## src/rtl/iq_power_detector.sv

```systemverilog
// rtl/iq_power_detector.sv - windowed |x|^2 energy detector with block and sliding modes
module iq_power_detector #(
    parameter int  DATA_W   = 8,
    parameter int  WIN_LOG2 = 4,
    localparam int MAG_W    = 2 * DATA_W,
    localparam int ACC_W    = MAG_W + WIN_LOG2
) (
    input  logic                     clk,
    input  logic                     aclr_n,
    input  logic                     sclr,
    input  logic                     mode,
    input  logic                     in_valid,
    input  logic signed [DATA_W-1:0] datar,
    input  logic signed [DATA_W-1:0] datai,
    input  logic [ACC_W-1:0]         threshold,
    output logic                     out_valid,
    output logic [ACC_W-1:0]         energy,
    output logic                     detect,
    output logic [7:0]               detect_cnt
);

    localparam int N = 1 << WIN_LOG2;

    typedef enum logic {FILL, RUN} state_t;

    state_t state, state_next;

    logic mode_q, mode_d, clr;

    logic signed [DATA_W-1:0] re0, im0;
    logic                     v0;
    logic signed [MAG_W-1:0]  re_ext, im_ext;
    logic [MAG_W-1:0]         sq_re, sq_im;
    logic                     v1;
    logic [MAG_W-1:0]         mag;
    logic                     v2;

    logic [ACC_W-1:0]    acc, acc_next, sum, oldest, energy_next;
    logic [WIN_LOG2-1:0] fill_cnt, fill_next, wptr;
    logic                emit;
    logic [MAG_W-1:0]    mag_buf [N];

    // A change of the registered mode clears everything one cycle later,
    // so no window ever mixes samples from both modes.
    always_ff @(posedge clk or negedge aclr_n) begin
        if (!aclr_n) begin
            mode_q <= 1'b0;
            mode_d <= 1'b0;
        end else begin
            mode_q <= mode;
            mode_d <= mode_q;
        end
    end

    assign clr = sclr | (mode_q != mode_d);

    assign re_ext = MAG_W'(re0);
    assign im_ext = MAG_W'(im0);

    always_ff @(posedge clk or negedge aclr_n) begin
        if (!aclr_n) begin
            re0   <= '0;
            im0   <= '0;
            v0    <= 1'b0;
            sq_re <= '0;
            sq_im <= '0;
            v1    <= 1'b0;
            mag   <= '0;
            v2    <= 1'b0;
        end else if (clr) begin
            v0 <= 1'b0;
            v1 <= 1'b0;
            v2 <= 1'b0;
        end else begin
            v0 <= in_valid;
            if (in_valid) begin
                re0 <= datar;
                im0 <= datai;
            end
            v1 <= v0;
            if (v0) begin
                sq_re <= $unsigned(re_ext * re_ext);
                sq_im <= $unsigned(im_ext * im_ext);
            end
            v2 <= v1;
            if (v1) begin
                mag <= sq_re + sq_im;
            end
        end
    end

    always_comb begin
        state_next  = state;
        acc_next    = acc;
        fill_next   = fill_cnt;
        emit        = 1'b0;
        oldest      = ACC_W'(mag_buf[wptr]);
        sum         = acc + ACC_W'(mag);
        energy_next = (state == RUN) ? sum - oldest : sum;
        if (v2) begin
            case (state)
                FILL: begin
                    if (fill_cnt == WIN_LOG2'(N - 1)) begin
                        emit      = 1'b1;
                        fill_next = '0;
                        if (mode_q) begin
                            acc_next   = sum;
                            state_next = RUN;
                        end else begin
                            acc_next = '0;
                        end
                    end else begin
                        acc_next  = sum;
                        fill_next = fill_cnt + 1'b1;
                    end
                end
                RUN: begin
                    acc_next = energy_next;
                    emit     = 1'b1;
                end
                default: state_next = FILL;
            endcase
        end
    end

    always_ff @(posedge clk or negedge aclr_n) begin
        if (!aclr_n) begin
            state      <= FILL;
            acc        <= '0;
            fill_cnt   <= '0;
            wptr       <= '0;
            out_valid  <= 1'b0;
            energy     <= '0;
            detect     <= 1'b0;
            detect_cnt <= '0;
        end else if (clr) begin
            state      <= FILL;
            acc        <= '0;
            fill_cnt   <= '0;
            wptr       <= '0;
            out_valid  <= 1'b0;
            energy     <= '0;
            detect     <= 1'b0;
            detect_cnt <= '0;
        end else begin
            state     <= state_next;
            acc       <= acc_next;
            fill_cnt  <= fill_next;
            out_valid <= emit;
            if (v2 && mode_q) begin
                wptr <= wptr + 1'b1;
            end
            if (emit) begin
                energy <= energy_next;
                detect <= (energy_next > threshold);
                if ((energy_next > threshold) && (detect_cnt != 8'hFF)) begin
                    detect_cnt <= detect_cnt + 8'd1;
                end
            end
        end
    end

    // Oldest entry sits at the write pointer: it was written exactly N mags ago.
    always_ff @(posedge clk) begin
        if (v2 && mode_q && !clr) begin
            mag_buf[wptr] <= mag;
        end
    end

endmodule

```

## config.mk

```make
export PLATFORM = sky130hd
export DESIGN_NAME = iq_power_detector
export DESIGN_NICKNAME = d
export VERILOG_FILES = /design/src/rtl/iq_power_detector.sv
export SDC_FILE = /design/constraint.sdc
export NUM_CORES = 1
export LEC_CHECK = 0
export BUFFER_PORTS_ARGS = -buffer_cell sky130_fd_sc_hd__buf_2
export CAP_MARGIN = 15
export CORE_ASPECT_RATIO = 2
export CORE_MARGIN = 3
export CORE_UTILIZATION = 50
export CTS_CLUSTER_SIZE = 30
export DETAILED_ROUTE_END_ITERATION = 10
export MAX_ROUTING_LAYER = met4
export PLACE_DENSITY = 0.66
export SETUP_SLACK_MARGIN = 0.15
export SLEW_MARGIN = 20
export SYNTH_ARGS = -nofsm -noshare
export SYNTH_HDL_FRONTEND = slang
export SYNTH_SLANG_ARGS = --single-unit
```

## constraint.sdc

```tcl
create_clock -name clk -period 7.86 [get_ports clk]
set_input_delay 0.786 -clock clk [delete_from_list [all_inputs] [get_ports clk]]
set_output_delay 0.786 -clock clk [all_outputs]
set_load 0.01 [all_outputs]
```

==> metrics.txt, run 1 <==
core area=about 43,000 um^2; placed cell count=~2,300; Worst Tran Pin Value=1.007 ns; setup TNS=0 ns; GRT Total Usage=0.2236; share of cells above drive strength 1=0.1641; worst path arrival time=7.36 ns; Antenna Nets Post-Route=0; commonest cells after routing, fill and taps aside=edfxtp_1, inv_1, nand2_1; DRC violation count after routing=0; RSZ-0062 raised after global routing=no; 1st-iter DRT viols=758; PortBufs=70; register bit count reported by yosys=382; max capacitance violation total=0; Slew Limit Headroom=0.3284; Cell Rows=~110; antenna violations before repair=0; Starting Density=0.5087; PD cells=375.9 nW/um^2; TritonCTS Buffers=35; fin nets=2,045; DR vias/cell=5.735; CTS Hold Bufs=0; GPL Wtd Cong=0.8853; syn avg cell area=12.68 um^2; WS Path Type=register to register; Leak=9.992 nW; wire per inst=21.01 um; Async SR Flop Fraction=0.3298; startpoint types=register; largest net degree at the start of global routing=67; first-pass GRT wire length=~78,000 um; ant diodes=0; postcts setup bufs=0; # H-tree levels=2; CTS Buffer Depth=3; EDFF count, synth=roughly 260; first drt pass iteration count=4; grt ovf=0; via count=around 14,000; min cycle time layout=about 6.9 ns; VDD IR max=0.5093 mV; crit path launch=mag[0]; max-slew violations=0; Syn-to-layout area delta=9.926%; CTS tree=done; vias in the first global route=14,320; status=finished clean; post-synthesis cell type count=76; full die area=46,280 um^2; Setup crit end kind=register; final hold violation count=0; die width=153.6 um; Worst-path clk slew=0.07 ns; # resized after CTS=0; fin crit share=0.8796; # IOs=about 70; Routed WL=roughly 49,000 um; # setup viols final=0; Seq/Total Area, Yosys=0.4974; Mapped Cells=1,719; leading cell type in the layout, fill and taps excluded=edfxtp_1; clk_skew=0.01984 ns; Die Height=301.3 um; Yosys warnings=0; fin cells=roughly 2,400; worst-path maximum fanout=18; Clock Tree Root=clkbuf_16; r2r startpoint=mag[0]; cell area after synthesis=21,790 um^2; syn nets=between 1,500 and 2,000; Worst Path Required=8.31 ns; Fmax=around 0.14 GHz; insertion delay to the later sink of the worst-skew pair=0.53 ns; Sink Count=roughly 380; Worst Hold Class=input pin to asynchronous set/reset pin; ys flop type=edfxtp_1; HPWL Detailed=35,990 um
-- report_power, final --
part           internal (W)  total, W  leakage (nW)  switching [W]
combinational       0.00208   0.00469          5.39        0.00261
clock              0.000909   0.00166         0.521       0.000751
sequential          0.00239   0.00265          4.08       0.000264
total               0.00538   0.00901          9.99        0.00363
-- stage by stage --
| stage | setup WS, ns | utilization | total power [W] | hold WS, ns | cell area [um^2] |
|---|---|---|---|---|---|
| after detailed placement | 0.9208 | 0.5338 | 0.007462 | 0.4679 | 22870 |
| after global placement | 1.020 | 0.5338 | 0.007326 | 0.4559 | 22870 |
| after floorplan | 2.124 | - | 0.006302 | 0.4239 | 21790 |
| after global routing | 0.3331 | 0.5592 | 0.009871 | 0.2578 | 23960 |
| after CTS | 0.9043 | 0.5592 | 0.009161 | 0.2293 | 23960 |
| final | 0.9465 | 0.5592 | 0.009006 | 0.2148 | 23960 |
-- cells by family after synthesis --
kind of cell             count (synthesis)  synth area share
XOR/XNOR                                71           0.02888
AND/OR/NAND/NOR                        386           0.08628
adder cells (fa/ha/maj)                220            0.1590
buffers and inverters                  266           0.04644
flip-flops                             382            0.4974
AO/OA/AOI/OAI                          285           0.08410
multiplexers                           109           0.09788
-- path summary, 6_finish.rpt --
kind,to,slack [ns],cells after the start
setup reg to reg,detect_cnt[7],0.95,26
hold reg to reg,acc[12],0.49,2
hold / removal,acc[19],0.21,1
setup / recovery,detect_cnt[7],0.95,26
min in group clk,mode_q,0.36,1
max in group asynchronous,im0[6],6.26,2
-- layer usage --
metal  vias to the layer above  routed length [um]  global-route usage
li1                       6261                   -                   -
met1                      6864               16950              0.2236
met2                       291               28930              0.4427
met3                        90                1792             0.01953
met4                         0                1802             0.08167
met5                         -                   0                   -
-- synth_stat cells, types with 11 or more instances --
cell | n | share of area
edfxtp_1 | 256 | 0.35
inv_1 | 191 | 0.033
nand2_1 | 137 | 0.024
dfrtp_1 | 126 | 0.14
ha_1 | 125 | 0.072
fa_1 | 95 | 0.087
mux4_2 | 80 | 0.083
o21ai_0 | 77 | 0.018
a21oi_1 | 71 | 0.016
nor2_1 | 68 | 0.012
clkbuf_1 | 60 | 0.010
xnor2_1 | 42 | 0.017
and2_1 | 39 | 0.011
xor2_1 | 28 | 0.011
nor3_1 | 26 | 0.0060
mux2_2 | 23 | 0.012
nand3_1 | 22 | 0.0051
a21o_1 | 21 | 0.0072
o21a_1 | 18 | 0.0062
nand2b_1 | 17 | 0.0049
a211oi_1 | 16 | 0.0055
and3_1 | 15 | 0.0043
nand4_1 | 15 | 0.0043
nor2b_1 | 14 | 0.0040
o31ai_1 | 12 | 0.0041
o211ai_1 | 11 | 0.0038
-- worst max-delay path: stages (launching register included) --
cell and delay (ns):
dfrtp_1 0.57, ha_1 0.34, fa_1 0.44, a211oi_1 0.35, o211ai_1 0.24, a31o_2 0.30
a21oi_1 0.24, xor2_1 0.22, inv_1 0.07, ha_1 0.38, and4_1 0.24, and3_1 0.21
a211oi_1 0.22, o21ai_1 0.17, a21oi_2 0.29, and3_1 0.25, o21ai_1 0.09, xnor2_1 0.13
ha_1 0.31, nand4_1 0.18, nor3_1 0.27, nand4_1 0.19, o21ai_0 0.19, a21oi_1 0.07
buf_4 0.20, or4_1 0.50, a21oi_1 0.17
-- state kept, by name, summed over array words and instances (netlist names), 8 cells and up --
register and cells:
acc 20, detect_cnt 8, energy 20, im0 8, mag 16, mag_buf 256, re0 8, sq_im 15
sq_re 15
-- layout make-up --
class,instances,area [um^2]
sequential,382,10850
inverter,192,720.7
timing repair buffer,102,621.8
fill,3556,18880
tap,545,681.9
clock inverter,18,125.1
clock buffer,45,965.9
multi-input combinational,1071,9997
(Power assumes the default switching activity.)
==> run 2: changes to the inputs <==
--- a/config.mk
+++ b/config.mk
@@ -14,6 +14,7 @@
 export DETAILED_ROUTE_END_ITERATION = 10
 export MAX_ROUTING_LAYER = met4
 export PLACE_DENSITY = 0.66
+export REMOVE_ABC_BUFFERS = 1
 export SETUP_SLACK_MARGIN = 0.15
 export SLEW_MARGIN = 20
 export SYNTH_ARGS = -nofsm -noshare
==> run 2 against run 1 <==
Compared with the run above:
- critical endpoint is now detect_cnt[5]
- largest power group unchanged
- clock power barely moved
- wire length increased by 0.78%
- clock-buffer cell count is 3 higher
- sequential power about the same
- worst setup slack got worse by 0.22 ns
- non-clock buffer count increased by 1
- utilization down 0.061 points
- via count shrank 0.27%
- design area down 0.11%
==> metrics.txt, run 2 (synthesis results as in run 1) <==
# resized after CTS=0; CTS tree=done; CTS Buffer Depth=3; R2R Path End=detect_cnt[5]; RSZ-0062 raised after global routing=no; Slew Limit Headroom=0.2924; crit path launch=mag[0]; fin nets=between 2,000 and 2,500; wire per inst=~21 um; PortBufs=70; 1st-iter DRT viols=643; Die Height=301.3 um; Pint=between 0.005 and 0.006 W; PD cells=about 380 nW/um^2; worst-path maximum fanout=18; ant diodes=0; GRT Total Usage=0.2247; Logic pwr share=0.520; Net Sw Frac=0.4006; share of cells above drive strength 1=0.1569; Antenna Nets Post-Route=0; full die area=46,280 um^2; Fmax=between 0.1 and 0.15 GHz; largest net degree at the start of global routing=71; Routed WL=49,860 um; max-slew violations=0; Syn-to-layout area delta=9.805%; final hold violation count=0; commonest cells after routing, fill and taps aside=edfxtp_1, inv_1, nand2_1; TritonCTS Buffers=35; vias in the first global route=14,580; GPL Wtd Cong=0.9053; Worst-path clk slew=0.06 ns; grt ovf=0; Clock Tree Root=clkbuf_16; DRC violation count after routing=0; first-pass GRT wire length=about 79,000 um; antenna violations before repair=0; fin crit share=0.9070; setup TNS=0 ns; via count=13,470; die width=about 150 um; WHS=0.2586 ns; WS Path Type=register to register; clk_skew=0.01977 ns; max capacitance violation total=0; postcts setup bufs=0; insertion delay to the later sink of the worst-skew pair=between 0.5 and 0.6 ns; fill count=3,565; # IOs=71; status=finished clean; first drt pass iteration count=5; Sink Count=382; biggest regs=mag_buf: 256 flops, acc: 20 flops, energy: 20 flops; critical path's slowest cell=a211oi_1; Cell Rows=107; Psw=between 0.003 and 0.004 W; HPWL Detailed=about 38,000 um; area occupied by multi-input gates=~10000 um^2; leading cell type in the layout, fill and taps excluded=edfxtp_1; CTS Hold Bufs=0; r2r startpoint=mag[0]; Tot Pwr=0.009003 W; Crit path largest cell delay=0.64 ns; # setup viols final=0; clock network power share=0.186; min cycle time layout=7.129 ns; final core utilization=0.5586; Reg2Reg Setup Slack=between 0.7 and 0.8 ns; DR vias/cell=5.720; max FFs per register=around 260; r2r worst-path depth=27; core area=approximately 43,000 um^2; worst path arrival time=7.57 ns; Seq pwr share=0.294; startpoint types=register; Leak=10.02 nW; Worst Path Required=8.31 ns; Critical Path End=detect_cnt[5]; Worst Hold Class=input pin to asynchronous set/reset pin; VDD IR max=0.6193 mV; area occupied by registers=10,850 um^2; Starting Density=0.5087; # H-tree levels=2; Worst Tran Pin Value=between 1 and 1.5 ns; Setup crit end kind=register; most flop-heavy register=mag_buf
run 2: power by group through the flow:
stage                     Clock, W  Combinational [W]  Sequential, W
after global placement           0            0.00457        0.00268
after global routing       0.00178            0.00539        0.00268
after CTS                  0.00171            0.00478        0.00266
after floorplan                  0            0.00371        0.00257
after detailed placement         0            0.00474        0.00270
final                      0.00167            0.00468        0.00265
run 2: final cells by class:
type / count / share of cell area
multi-input cells: 1071 / 0.4164
flip-flops and latches: 382 / 0.4532
repair buffers: 103 / 0.02578
clock inverters: 14 / 0.005594
inverters: 192 / 0.03011
well taps: 545 / 0.02849
clock buffers: 48 / 0.04047
run 2: worst max-delay path: cells and delay by family, from the launching register on:
family	cells	cell delay [ns]
and+or+nand+nor	8	1.93
xor gates and xnor gates	1	0.13
buffers and inverters	2	0.25
DFF	1	0.55
adders and majority gates	4	1.42
AOI/OAI and AO/OA	12	2.78
run 2: worst min path at each step:
stage / slack (ns) / cells after the start / to / startpoint
after detailed placement: 0.48 / 2 / sq_re[10] / sq_re[10]
after floorplan: 0.42 / 0 / mode_d / mode_q
after CTS: 0.29 / 1 / acc[8] / aclr_n
after global routing: 0.31 / 1 / acc[7] / aclr_n
final: 0.26 / 1 / acc[5] / aclr_n
after global placement: 0.47 / 2 / sq_re[11] / sq_re[11]
run 2: metal layers:
metal / vias up / track usage / wire length [um]
met5: - / - / 0
met4: 0 / 0.1069 / 2709
li1: 6255 / - / -
met3: 113 / 0.01967 / 1277
met2: 265 / 0.4460 / 29620
met1: 6837 / 0.2123 / 16260
run 2: through the flow:
stage | area [um^2] | setup slack [ns] | instances
global route | 23930 | 0.1628 | 2355
floorplan | 21500 | 0.4590 | 1645
global placement | 22830 | 1.004 | 2293
CTS | 23930 | 0.8398 | 2355
detailed placement | 22830 | 0.8597 | 2293
finish | 23930 | 0.7309 | 2355
==> run 3: changes to the inputs <==
--- a/config.mk
+++ b/config.mk
@@ -7,7 +7,6 @@
 export LEC_CHECK = 0
 export BUFFER_PORTS_ARGS = -buffer_cell sky130_fd_sc_hd__buf_2
 export CAP_MARGIN = 15
-export CORE_ASPECT_RATIO = 2
 export CORE_MARGIN = 3
 export CORE_UTILIZATION = 50
 export CTS_CLUSTER_SIZE = 30
==> run 3 against run 2 <==
Compared with the run above:
- highest routed layer unchanged
- largest cell class unchanged
- flip-flop and latch count unchanged
- maximum frequency up 6.5%
- critical endpoint is now detect_cnt[7]
- largest power group unchanged
- non-clock buffer count down 1
==> metrics.txt, run 3 (synthesis results as in run 1) <==
delay-heaviest family, CP=compound AO/OA/AOI/OAI gates; critical path's slowest cell=dfrtp_1; VDD IR max=roughly 0.85 mV; GPL Wtd Cong=0.8819; Worst-path clk slew=0.06 ns; DR vias/cell=5.664; clock network power share=0.215; Leak=10.16 nW; grt ovf=0; final core utilization=0.5713; Psw=0.003657 W; fin crit share=0.8514; # H-tree levels=2; commonest cells after routing, fill and taps aside=edfxtp_1, inv_1, nand2_1; HPWL Detailed=34,440 um; vias in the first global route=14,290; first-pass GRT wire length=79,900 um; # resized after CTS=0; max FFs per register=256; postcts setup bufs=0; fin cells=roughly 2,400; via count=around 14,000; final hold violation count=0; startpoint types=register; crit path launch=mag[1]; Starting Density=0.5127; first drt pass iteration count=5; antenna violations before repair=0; setup TNS=0 ns; # IOs=71; RSZ-0062 raised after global routing=no; Worst Path Buf+Inv=1; Worst Hold Class=input pin to asynchronous set/reset pin; CTS Hold Bufs=0; PortBufs=70; Logic pwr share=0.501; Sink Count=382; PD cells=around 380 nW/um^2; CTS tree=done; Net Sw Frac=0.3936; leading cell type in the layout, fill and taps excluded=edfxtp_1; Setup crit end kind=register; full die area=46,130 um^2; worst-path maximum fanout=19; clk_skew=slightly above 0.05 ns; Slew Limit Headroom=0.2972; ant diodes=0; min cycle time layout=between 6 and 7 ns; max-slew violations=0; r2r startpoint=mag[1]; Antenna Nets Post-Route=0; Cell Rows=75; Clock Tree Root=clkbuf_16; Routed WL=48,860 um; die width=214.8 um; # setup viols final=0; TritonCTS Buffers=42; 1st-iter DRT viols=1,071; status=finished clean; GRT Total Usage=0.2262; Pint=0.005634 W; WS Path Type=register to register; Seq pwr share=0.283; Die Height=214.8 um; Worst Path Required=8.36 ns; Worst Tran Pin Value=1.050 ns; share of cells above drive strength 1=0.1634; most flop-heavy register=mag_buf; biggest regs=mag_buf: 256 flops, acc: 20 flops, energy: 20 flops; core area=42,510 um^2; CTS Buffer Depth=3; placed cell count=2,324; Crit path largest cell delay=0.75 ns; max capacitance violation total=0; insertion delay to the later sink of the worst-skew pair=0.59 ns; wire per inst=20.35 um; DRC violation count after routing=0; fin nets=2,052; Syn-to-layout area delta=11.42%; worst path arrival time=7.19 ns; largest net degree at the start of global routing=71; Fmax=0.1494 GHz
-- run 3: per-layer routing --
layer | track usage | up-vias | wire [um]
li1 | - | 6294 | -
met1 | 0.2991 | 6853 | 20600
met2 | 0.3681 | 372 | 24190
met3 | 0.02867 | 80 | 2626
met4 | 0.07319 | 0 | 1440
met5 | - | - | 0
-- run 3: path summary, 6_finish.rpt --
kind                                  to  slack [ns]  depth (start not counted)
setup / recovery           detect_cnt[7]        1.17                         25
hold / removal                    im0[6]        0.17                          1
setup reg to reg           detect_cnt[7]        1.17                         25
hold reg to reg                   mode_d        0.47                          0
max in group asynchronous        wptr[0]        6.20                          2
min in group clk                  mode_q        0.33                          1
-- run 3: per-stage QoR --
step           cell area [um^2]  setup WS [ns]  hold slack [ns]  power, W
2_1_floorplan             21500         0.4590           0.4239  0.006284
3_3_place_gp              22860          1.243           0.4586  0.007210
3_5_place_dp              22860          1.059           0.4681  0.007379
4_1_cts                   24280         0.9906           0.1686  0.009420
5_1_grt                   24280         0.5060           0.2004   0.01023
6_report                  24280          1.168           0.1739  0.009291
-- run 3: power groups by stage --
stage               registers (W)  clock network (W)  logic, W
finish                    0.00263            0.00200   0.00466
global route              0.00266            0.00214   0.00542
CTS                       0.00263            0.00205   0.00474
detailed placement        0.00268                  0   0.00470
global placement          0.00267                  0   0.00454
floorplan                 0.00257                  0   0.00371
-- run 3: area by class of cell --
cell class	count	area (um^2)
clock buffers	54	1096
clock inverters	23	320.3
fillers	3469	18230
inverters	192	720.7
multi-input cells	1071	9983
flip-flops and latches	382	10850
well taps	577	721.9
repair buffers	102	596.8
